==> src/rtl/exp_sched_pkg.sv <==
// Shared types and widths for the exponential-engine scheduler.
// Operand and result widths are fixed by the engine interface.
package exp_sched_pkg;

    localparam int unsigned X_W   = 16;
    localparam int unsigned INT_W = 2;

    typedef enum logic [2:0] {
        StIdle,
        StEngRst,
        StStart,
        StWait,
        StResp
    } sched_state_e;

endpackage

==> src/rtl/rr_arbiter.sv <==
// Combinational round-robin pick: first asserted request at or after i_ptr, wrapping.
// The pointer register is owned by the instantiating block.
module rr_arbiter #(
    parameter int unsigned N_REQ = 4,
    parameter int unsigned ID_W  = 2
) (
    input  logic [N_REQ-1:0] i_req,
    input  logic [ID_W-1:0]  i_ptr,
    output logic             o_gnt_any,
    output logic [ID_W-1:0]  o_gnt_id
);

    logic [2*N_REQ-1:0] w_rot;
    logic [ID_W:0]      w_sum;

    always_comb begin
        // Rotate so bit 0 is the requester at the pointer; lowest set bit wins.
        w_rot     = {i_req, i_req} >> i_ptr;
        o_gnt_any = 1'b0;
        w_sum     = '0;
        for (int i = int'(N_REQ) - 1; i >= 0; i--) begin
            if (w_rot[i]) begin
                o_gnt_any = 1'b1;
                w_sum     = {1'b0, i_ptr} + (ID_W+1)'(i);
            end
        end
        if (w_sum >= (ID_W+1)'(N_REQ)) begin
            w_sum = w_sum - (ID_W+1)'(N_REQ);
        end
        o_gnt_id = w_sum[ID_W-1:0];
    end

endmodule

==> src/rtl/exp_engine_scheduler.sv <==
// Shares one exponential engine among N_REQ requesters: round-robin grant, engine reset and
// start sequencing, timeout-guarded wait for done, and an id-tagged registered response.
module exp_engine_scheduler
    import exp_sched_pkg::*;
#(
    parameter int unsigned N_REQ   = 4,
    parameter int unsigned ID_W    = 2,
    parameter int unsigned TIMEOUT = 64
) (
    input  logic                   i_clk,
    input  logic                   i_rst_n,
    input  logic [N_REQ-1:0]       i_req_valid,
    input  logic [N_REQ*X_W-1:0]   i_req_x,
    output logic [N_REQ-1:0]       o_req_ready,
    output logic                   o_eng_rst,
    output logic                   o_eng_start,
    output logic [X_W-1:0]         o_eng_x,
    input  logic                   i_eng_done,
    input  logic [INT_W-1:0]       i_eng_intpart,
    input  logic [X_W-1:0]         i_eng_fracpart,
    output logic                   o_resp_valid,
    output logic [ID_W-1:0]        o_resp_id,
    output logic [INT_W-1:0]       o_resp_intpart,
    output logic [X_W-1:0]         o_resp_fracpart,
    output logic                   o_resp_err,
    output logic                   o_busy
);

    localparam int unsigned CNT_W = $clog2(TIMEOUT);

    sched_state_e       r_state, w_state_d;
    logic [ID_W-1:0]    r_ptr, w_ptr_d;
    logic [ID_W-1:0]    r_id, w_id_d;
    logic [X_W-1:0]     r_x, w_x_d;
    logic [CNT_W-1:0]   r_cnt, w_cnt_d;
    logic [INT_W-1:0]   r_res_int, w_res_int_d;
    logic [X_W-1:0]     r_res_frac, w_res_frac_d;
    logic               r_res_err, w_res_err_d;
    logic [N_REQ-1:0]   r_req_ready, w_req_ready_d;
    logic               r_eng_rst;
    logic               r_eng_start;
    logic               r_resp_valid;
    logic               r_busy;

    logic               w_gnt_any;
    logic [ID_W-1:0]    w_gnt_id;

    rr_arbiter #(
        .N_REQ (N_REQ),
        .ID_W  (ID_W)
    ) u_rr_arbiter (
        .i_req     (i_req_valid),
        .i_ptr     (r_ptr),
        .o_gnt_any (w_gnt_any),
        .o_gnt_id  (w_gnt_id)
    );

    always_comb begin
        w_state_d     = r_state;
        w_ptr_d       = r_ptr;
        w_id_d        = r_id;
        w_x_d         = r_x;
        w_cnt_d       = r_cnt;
        w_res_int_d   = r_res_int;
        w_res_frac_d  = r_res_frac;
        w_res_err_d   = r_res_err;
        w_req_ready_d = '0;

        unique case (r_state)
            StIdle: begin
                if (w_gnt_any) begin
                    w_state_d = StEngRst;
                    w_id_d    = w_gnt_id;
                    for (int i = 0; i < int'(N_REQ); i++) begin
                        if (w_gnt_id == ID_W'(i)) begin
                            w_x_d            = i_req_x[i*X_W +: X_W];
                            w_req_ready_d[i] = 1'b1;
                        end
                    end
                    w_ptr_d = (w_gnt_id == ID_W'(N_REQ - 1)) ? '0 : w_gnt_id + ID_W'(1);
                end
            end
            StEngRst: begin
                w_state_d = StStart;
            end
            StStart: begin
                w_state_d = StWait;
                w_cnt_d   = '0;
            end
            StWait: begin
                w_cnt_d = r_cnt + CNT_W'(1);
                // Done takes priority over a timeout in the same cycle.
                if (i_eng_done) begin
                    w_state_d    = StResp;
                    w_res_int_d  = i_eng_intpart;
                    w_res_frac_d = i_eng_fracpart;
                    w_res_err_d  = 1'b0;
                end else if (r_cnt == CNT_W'(TIMEOUT - 1)) begin
                    w_state_d    = StResp;
                    w_res_int_d  = '0;
                    w_res_frac_d = '0;
                    w_res_err_d  = 1'b1;
                end
            end
            StResp: begin
                w_state_d = StIdle;
            end
            default: begin
                w_state_d = StIdle;
            end
        endcase
    end

    // Strobe outputs are decoded from the next state so they line up with the state itself.
    always_ff @(posedge i_clk or negedge i_rst_n) begin
        if (!i_rst_n) begin
            r_state      <= StIdle;
            r_ptr        <= '0;
            r_id         <= '0;
            r_x          <= '0;
            r_cnt        <= '0;
            r_res_int    <= '0;
            r_res_frac   <= '0;
            r_res_err    <= 1'b0;
            r_req_ready  <= '0;
            r_eng_rst    <= 1'b1;
            r_eng_start  <= 1'b0;
            r_resp_valid <= 1'b0;
            r_busy       <= 1'b0;
        end else begin
            r_state      <= w_state_d;
            r_ptr        <= w_ptr_d;
            r_id         <= w_id_d;
            r_x          <= w_x_d;
            r_cnt        <= w_cnt_d;
            r_res_int    <= w_res_int_d;
            r_res_frac   <= w_res_frac_d;
            r_res_err    <= w_res_err_d;
            r_req_ready  <= w_req_ready_d;
            r_eng_rst    <= (w_state_d == StEngRst);
            r_eng_start  <= (w_state_d == StStart);
            r_resp_valid <= (w_state_d == StResp);
            r_busy       <= (w_state_d != StIdle);
        end
    end

    assign o_req_ready     = r_req_ready;
    assign o_eng_rst       = r_eng_rst;
    assign o_eng_start     = r_eng_start;
    assign o_eng_x         = r_x;
    assign o_resp_valid    = r_resp_valid;
    assign o_resp_id       = r_id;
    assign o_resp_intpart  = r_res_int;
    assign o_resp_fracpart = r_res_frac;
    assign o_resp_err      = r_res_err;
    assign o_busy          = r_busy;

endmodule
==> config.mk <==
export PLATFORM = sky130hd
export DESIGN_NAME = exp_engine_scheduler
export DESIGN_NICKNAME = d
export VERILOG_FILES = /design/src/rtl/exp_sched_pkg.sv /design/src/rtl/rr_arbiter.sv /design/src/rtl/exp_engine_scheduler.sv
export SDC_FILE = /design/constraint.sdc
export NUM_CORES = 1
export LEC_CHECK = 0
export CORE_MARGIN = 1
export CORE_UTILIZATION = 24
export CTS_CLUSTER_DIAMETER = 40
export DETAILED_ROUTE_END_ITERATION = 10
export SLEW_MARGIN = 10
export SYNTH_ARGS = -nofsm -noshare
export SYNTH_HDL_FRONTEND = slang
export SYNTH_HIERARCHICAL = 1
export SYNTH_SLANG_ARGS = --single-unit
==> constraint.sdc <==
create_clock -name i_clk -period 8 [get_ports i_clk]
set_input_delay 2 -clock i_clk [delete_from_list [all_inputs] [get_ports i_clk]]
set_output_delay 2 -clock i_clk [all_outputs]
set_load 0.02 [all_outputs]
**Yosys cells after proc, flatten, opt, wreduce, memory -nomap -nowiden**

Index checks and enable logic that the tools add are counted.

- Memories kept: 0
- Memory bits (writable): 0
- Output and inout bits: 45
- Memory bits (read-only): 0
- Bits in registers: 56
- Input bits: 89
- Word-level logic and storage cells: 71
- Latch bits: 0

- Bitwise gates (word level): 0
- Equal/unequal tests: 10
- Shifts and indexed selects: 1
- Multiply operators: 0
- Muxes and demuxes: 31
- Divide/modulo/power cells: 0
- $add $sub $neg: 6
- Reduce and logical (&&, ||, !) cells: 9
- Order comparisons: 1

Operators with widths:

| kind | number |
|---|---|
| $mux 16 | 6 |
| $mux 3 | 7 |
| $pmux 3 s4 | 1 |
| $pmux 6 s2 | 1 |
| $mux 1 | 10 |
| $eq 3x2->1 const B | 3 |
| $mux 2 | 4 |
| $mux 4 | 2 |
| $shr 8x2->4 | 1 |
| $add 2x2->3 const B | 2 |
| $add 6x1->6 const B | 1 |
| $eq 3x1->1 const B | 2 |
| $eq 6x6->1 const B | 1 |
| $eq 2x2->1 const B | 2 |
| $reduce_and 2->1 | 2 |
| $reduce_bool 2->1 | 2 |
| $reduce_bool 4->1 | 1 |
| $add 2x1->3 const B | 1 |
| $eq 3x3->1 const B | 1 |
| $ge 3x3->1 const B | 1 |
| $logic_not 3->1 | 1 |
| $reduce_and 3->1 | 1 |
| $reduce_bool 3->1 | 1 |
| $add 2x1->2 const B | 1 |
| 3 further kinds | 3 |

**Longest topological paths before layout**

- Word-level depth: 12
- Gate-level depth with buffers: 12
- Depth with buffers taken out: 8

**Cells and area by module**

Netlist, hierarchy kept.

Modules (own cells, without submodules):

| module | area each (um^2) | seq. area each (um^2) | cells each | times used |
|---|---|---|---|---|
| exp_engine_scheduler | 2881.5 | 1402.6 | 294 | 1 |
| rr_arbiter | 77.6 | 0.0 | 15 | 1 |

**Worst setup path before layout**

Ideal clock, no wire load.

- Path kind: input to register
- Start: in i_req_valid[1]
- End: reg r_x[10] (netlist: o_eng_x[10])
- Arrival time: 4126 ps
- Library setup time: 82 ps
- Required time: 7918 ps
- Path slack: 3793 ps
- Buffers on the path: 3
- Stages on the path: 11
- Cells stage by stage: inv_1 -> a221o_1 -> a21oi_1 -> inv_1 -> ha_1 -> or4_4 -> buf_6 -> and2_4 -> buf_6 -> buf_6 -> a31oi_1

- Word-level cells in the longest chain between the ends: 11
- Elaborated cells between the ends (all ways): 21
- Classes of those cells: add/sub (1); order compare (1); eq/ne (3); shift (1); mux (12); reduce/logical (3)

RTL lines:

| what | line | text |
|---|---|---|
| start: declaration | exp_engine_scheduler.sv:12 | `input logic [N_REQ-1:0] i_req_valid,` |
| $shr 8x2->4 * | rr_arbiter.sv:18 | `w_rot = {i_req, i_req} >> i_ptr;` |
| $mux 3 (3 in a row) | rr_arbiter.sv:22 | `if (w_rot[i]) begin` |
| $mux 3 * | rr_arbiter.sv:22 |  |
| $ge 3x3->1 / $sub 2x1->2 (equally long branches) | rr_arbiter.sv:27, rr_arbiter.sv:28 |  |
| $mux 2 * | rr_arbiter.sv:27 | `if (w_sum >= (ID_W+1)'(N_REQ)) begin` |
| net w_gnt_id[0] | exp_engine_scheduler.sv:46 | `logic [ID_W-1:0] w_gnt_id;` |
| $eq 2x1->1 | exp_engine_scheduler.sv:75 | `if (w_gnt_id == ID_W'(i)) begin` |
| $mux 16 (3 in a row) | exp_engine_scheduler.sv:75 |  |
| end signal: assignment | exp_engine_scheduler.sv:134 | `r_x <= w_x_d;` |
| end: declaration | exp_engine_scheduler.sv:34 | `logic [X_W-1:0] r_x, w_x_d;` |

Mark *: on every way through the listed nets, which the timed path passes. The rest lies on a longest branch.
A chain may end at the register's enable or synchronous reset.

**Worst setup path after layout**

- Start: in i_req_valid[1]
- End: reg r_x[14] (netlist: o_eng_x[14])

The elaborated chain is that of the path after synthesis.

==> metrics.sh <==
NUM_ROWS=40
HPWL_UM=5960
POSTSYNTHCELLCOUNT=309
TIMING_WORST_SLEW_PIN_VALUE_NS=1.10
DRC=0
FINAL_MAX_SLEW_VIOL_COUNT=0
WIRE_LENGTH_OF_THE_FIRST_GLOBAL_ROUTING_PASS_UM=13000
VIAS_PER_CELL=4.58
IR_WORST_VDD_uV=111
CRIT_START='i_req_valid[1]'
GRT_SETUP_UNREPAIRED='no'
WORSTSETUPENDPOINT='o_eng_x[14]'
TIMING.FINAL.CRIT_SHARE_PCT=61.8
HOLD_REMOVAL_PATH_CLASS='reg2reg'
FLOORPLAN.DIE.HEIGHT_UM=113
TIMING.CRITICAL_PATH.MODE_CELL='sky130_fd_sc_hd__inv_1'
FINALSETUPVIOLCOUNT=0
YOSYS.AREA.TOP_TYPE_SHARE_PCT=46.5
ROUTED_WL_UM=7940
WORST_SETUP_PATH_END_KIND='flip-flop'
FINALWEIGHTEDCONGESTION=0.769
VIA_COUNT_OF_THE_FIRST_GLOBAL_ROUTING_PASS=2676
HOLD_WS_NS=0.516
PLACEMENT.IO_BUFFERS=133
CLOCK.FMAX_MHz=202
YOSYS.CELL_COUNT.TOP_TYPE='sky130_fd_sc_hd__dfrtp_1'
VIAS=2629
CTSRESIZECOUNT=0
CLOCK_POWER_SHARE_PCT=16.3
HORIZONTAL_EXTENT_OF_THE_DIE_UM=113
POWER.SWITCHING_FRACTION_PCT=39.9
CTS_POST_SETUP_BUFFERS_INSERTED=0
WIRE_PER_INST_UM=13.8
HOLD_VIOL_FINAL=0
SYNTHTOPCELLSBYCOUNT='sky130_fd_sc_hd__dfrtp_1 (55), sky130_fd_sc_hd__nand2_1 (28), sky130_fd_sc_hd__inv_1 (26), sky130_fd_sc_hd__o21ai_0 (22), sky130_fd_sc_hd__a21oi_1 (21)'
FIN_NETS=520
TIMING.MAX_CAP.VIOLATIONS=0
POWER.SHARE.COMBINATIONAL_PCT=51.8
CP_DATA_REQUIRED_TIME_NS=8.21
GRT_USE_TOTAL_PCT=12.7
SYNTH_CELL_TYPES=38
CLK_ROOT_BUFFER_CELL='sky130_fd_sc_hd__clkbuf_16'
RUN_STATUS='finished clean'
COMBINED_BUFFER_AND_INVERTER_COUNT_ALONG_THE_CRITICAL_PATH=3
CORE_REGION_AREA_SQ_MM=0.0120
INITIAL_CORE_UTIL_PCT=24.6
REG2REG_SLACK_NS=4.88
CPMAXSTAGEDELAYCELL='sky130_fd_sc_hd__or4_4'
SYNTH-WARNING-COUNT=6
LAYOUT-DRIVE-GT1-SHARE_PCT=7.73
CTSHOLDBUFFERS=0
FINAL.FILL_COUNT=1239
GRT_ANTENNA_BEFORE_REPAIR=0
WORST_R2R_STARTPOINT='r_ptr[0]'
CRITICAL_PATH.TOP_DELAY_FAMILY='simple AND/OR/NAND/NOR gates'
WORST_SLEW_MARGIN_REL_PCT=26.9
ANTENNA_VIOLATING_NETS_POST_ROUTE=0
CTS_TREE='built'
MAPPED_CELL_AREA_SQ_MM=0.00296
POST_SYNTH_EDFFS=0
INTERNAL_POWER_uW=928
POST_SYNTHESIS_TO_FINAL_LAYOUT_AREA_GROWTH_PCT=53.0
CRIT_CHAIN='clkdlybuf4s50_1, inv_1, a221o_1, a21oi_1, inv_1, ha_1, or4_4, and2_4, a31oi_1'
WORST_SKEW_PAIR.LATE_LATENCY_NS=0.29
CTS_MADE_BUFFERS=5
SEQPWRFRAC_PCT=31.9
YOSYS.AREA.TOP_TYPE='sky130_fd_sc_hd__dfrtp_1'
CP_DATA_ARRIVAL_TIME_NS=5.16
FIN_SETUP_TNS_NS=0
SYNTH-SEQ-AREA-SHARE_PCT=47.4
GRT_MAX_DEGREE=57
CRITPATHMAXFANOUT=34
HTREE_NUM_LEVELS=2
POSTSYNTH.ASYNCRESETSHARE_PCT=100
YOSYS-TOP-CELLS-AREA='sky130_fd_sc_hd__dfrtp_1 (47%), sky130_fd_sc_hd__mux2_2 (6.8%), sky130_fd_sc_hd__a22oi_1 (4.8%)'
RR_ENDPOINT='o_eng_x[14]'
FP.DIEAREA_SQ_MM=0.0128
GLOBAL_ROUTE.OVERFLOW_TOTAL=0
FINALWORSTPATHREQUIREDPERIOD_NS=4.95
CTS_SINKS=56
CRIT_PATH_START_KIND='input pin'
SYNTH.FF_LATCH_COUNT=56
SYNTH_AREA_PER_CELL_SQ_UM=9.58
NET_COUNT_SYNTH=403
TIMING.REG2REG.WORST_PATH_DEPTH=8
IOS=134
FIN_WORST_SKEW_NS=0.00279
CLOCK_INPUT_TRANSITION_AT_THE_SEQUENTIAL_CELLS_OF_THE_WORST_SETUP_AND_HOLD_PATHS_NS=0.07
CRITICAL-PATH-MAX-STAGE-DELAY_NS=0.81
DRT_PRE_ANTENNA_ITERS=4
INSERTEDDIODECOUNT=0
POWER_SWITCHING_uW=617
DRT_FIRST_ITER_VIOLATIONS=88
P_LEAK_nW=1.85
WORSTSETUPPATHDEPTH=9
CTS_BUFFER_DEPTH=2
WORST-SETUP-PATH-TYPE='in2reg'
SYNTH_FLOP_CELL='sky130_fd_sc_hd__dfrtp_1'
P_PER_AREA_mW_PER_MM2=341
tightest hold or removal path, stage by stage (launching register included):
cell                      delay, ns
sky130_fd_sc_hd__dfrtp_1       0.36
sky130_fd_sc_hd__nand2_1       0.05
sky130_fd_sc_hd__o21ai_0       0.07
cell families after synthesis:
logic type,Yosys count,synth area share [%]
flops,56,47.4
buf+inv,53,7.91
compound gates,105,22.5
mux,19,7.19
simple gates,71,12.9
fa+ha+maj,5,2.11
placed cells by master, fill, tap and decap left out, types with 3 or more instances in the layout:
master                            instances
sky130_fd_sc_hd__nand3_1                  4
sky130_fd_sc_hd__mux2_2                  18
sky130_fd_sc_hd__and2_1                   3
sky130_fd_sc_hd__a21oi_1                 21
sky130_fd_sc_hd__o211ai_1                17
sky130_fd_sc_hd__dfrtp_1                 55
sky130_fd_sc_hd__inv_1                   26
sky130_fd_sc_hd__a22oi_1                 19
sky130_fd_sc_hd__ha_1                     5
sky130_fd_sc_hd__clkbuf_16                5
sky130_fd_sc_hd__a31oi_1                 17
sky130_fd_sc_hd__a22o_1                   3
sky130_fd_sc_hd__nand2b_1                19
sky130_fd_sc_hd__o21ai_0                 22
sky130_fd_sc_hd__clkdlybuf4s50_1        132
sky130_fd_sc_hd__nand2_1                 28
sky130_fd_sc_hd__nor2_1                   3
sky130_fd_sc_hd__nor3b_1                  3
final cells by class:
cell class	instances	area [sq um]	share of cell area (%)
Sequential cell	56	1400	31.0
Timing Repair Buffer	135	1340	29.6
Multi-Input combinational cell	200	1320	29.2
Tap cell	147	184	4.06
Clock buffer	5	125	2.76
Inverter	28	105	2.32
Clock inverter	3	47.5	1.05
sequential cells by signal, indices dropped and copies added, names as in the netlist:
register and count:
o_busy 1, o_eng_rst 1, o_eng_start 1, o_eng_x 16, o_req_ready 4, o_resp_err 1, o_resp_fracpart 16, o_resp_id 2
o_resp_intpart 2, o_resp_valid 1, r_cnt 6, r_ptr 2, r_state 3
layer usage:
| metal | track usage (%) | part of all wire (%) |
|---|---|---|
| met1 | 14.8 | 42 |
| met2 | 22.0 | 47 |
| met3 | 5.09 | 10 |
| met4 | 2.63 | 0.82 |
| met5 | 0 | 0 |
through the flow:
| stage | instances | setup slack [ns] | util [%] | area, sq um | total power, mW |
|---|---|---|---|---|---|
| 2_1_floorplan | 309 | 3.79 | - | 2960 | 0.998 |
| 6_report | 574 | 3.05 | 37.7 | 4530 | 1.54 |
| 4_1_cts | 574 | 3.05 | 37.7 | 4530 | 1.57 |
| 3_3_place_gp | 566 | 2.83 | 36.3 | 4360 | 1.29 |
| 5_1_grt | 574 | 2.85 | 37.7 | 4530 | 1.67 |
| 3_5_place_dp | 566 | 2.76 | 36.3 | 4360 | 1.31 |
power by group through the flow:
stage	clock (mW)	combinational (mW)	sequential, mW
CTS	0.262	0.815	0.494
global placement	0	0.797	0.494
detailed placement	0	0.812	0.498
floorplan	0	0.414	0.584
global route	0.271	0.881	0.513
finish	0.252	0.800	0.492
how the worst min path moves through the flow:
| stage | from | to | cells after the start |
|---|---|---|---|
| 3_5_place_dp | o_resp_err | o_resp_err | 2 |
| 4_1_cts | o_resp_err | o_resp_err | 2 |
| 3_3_place_gp | o_resp_id[0] | o_resp_id[0] | 2 |
| 6_report | o_resp_id[0] | o_resp_id[0] | 2 |
| 5_1_grt | o_resp_id[0] | o_resp_id[0] | 2 |
| 2_1_floorplan | r_cnt[1] | r_cnt[1] | 2 |
No activity file was read; power rests on OpenSTA's default activity.
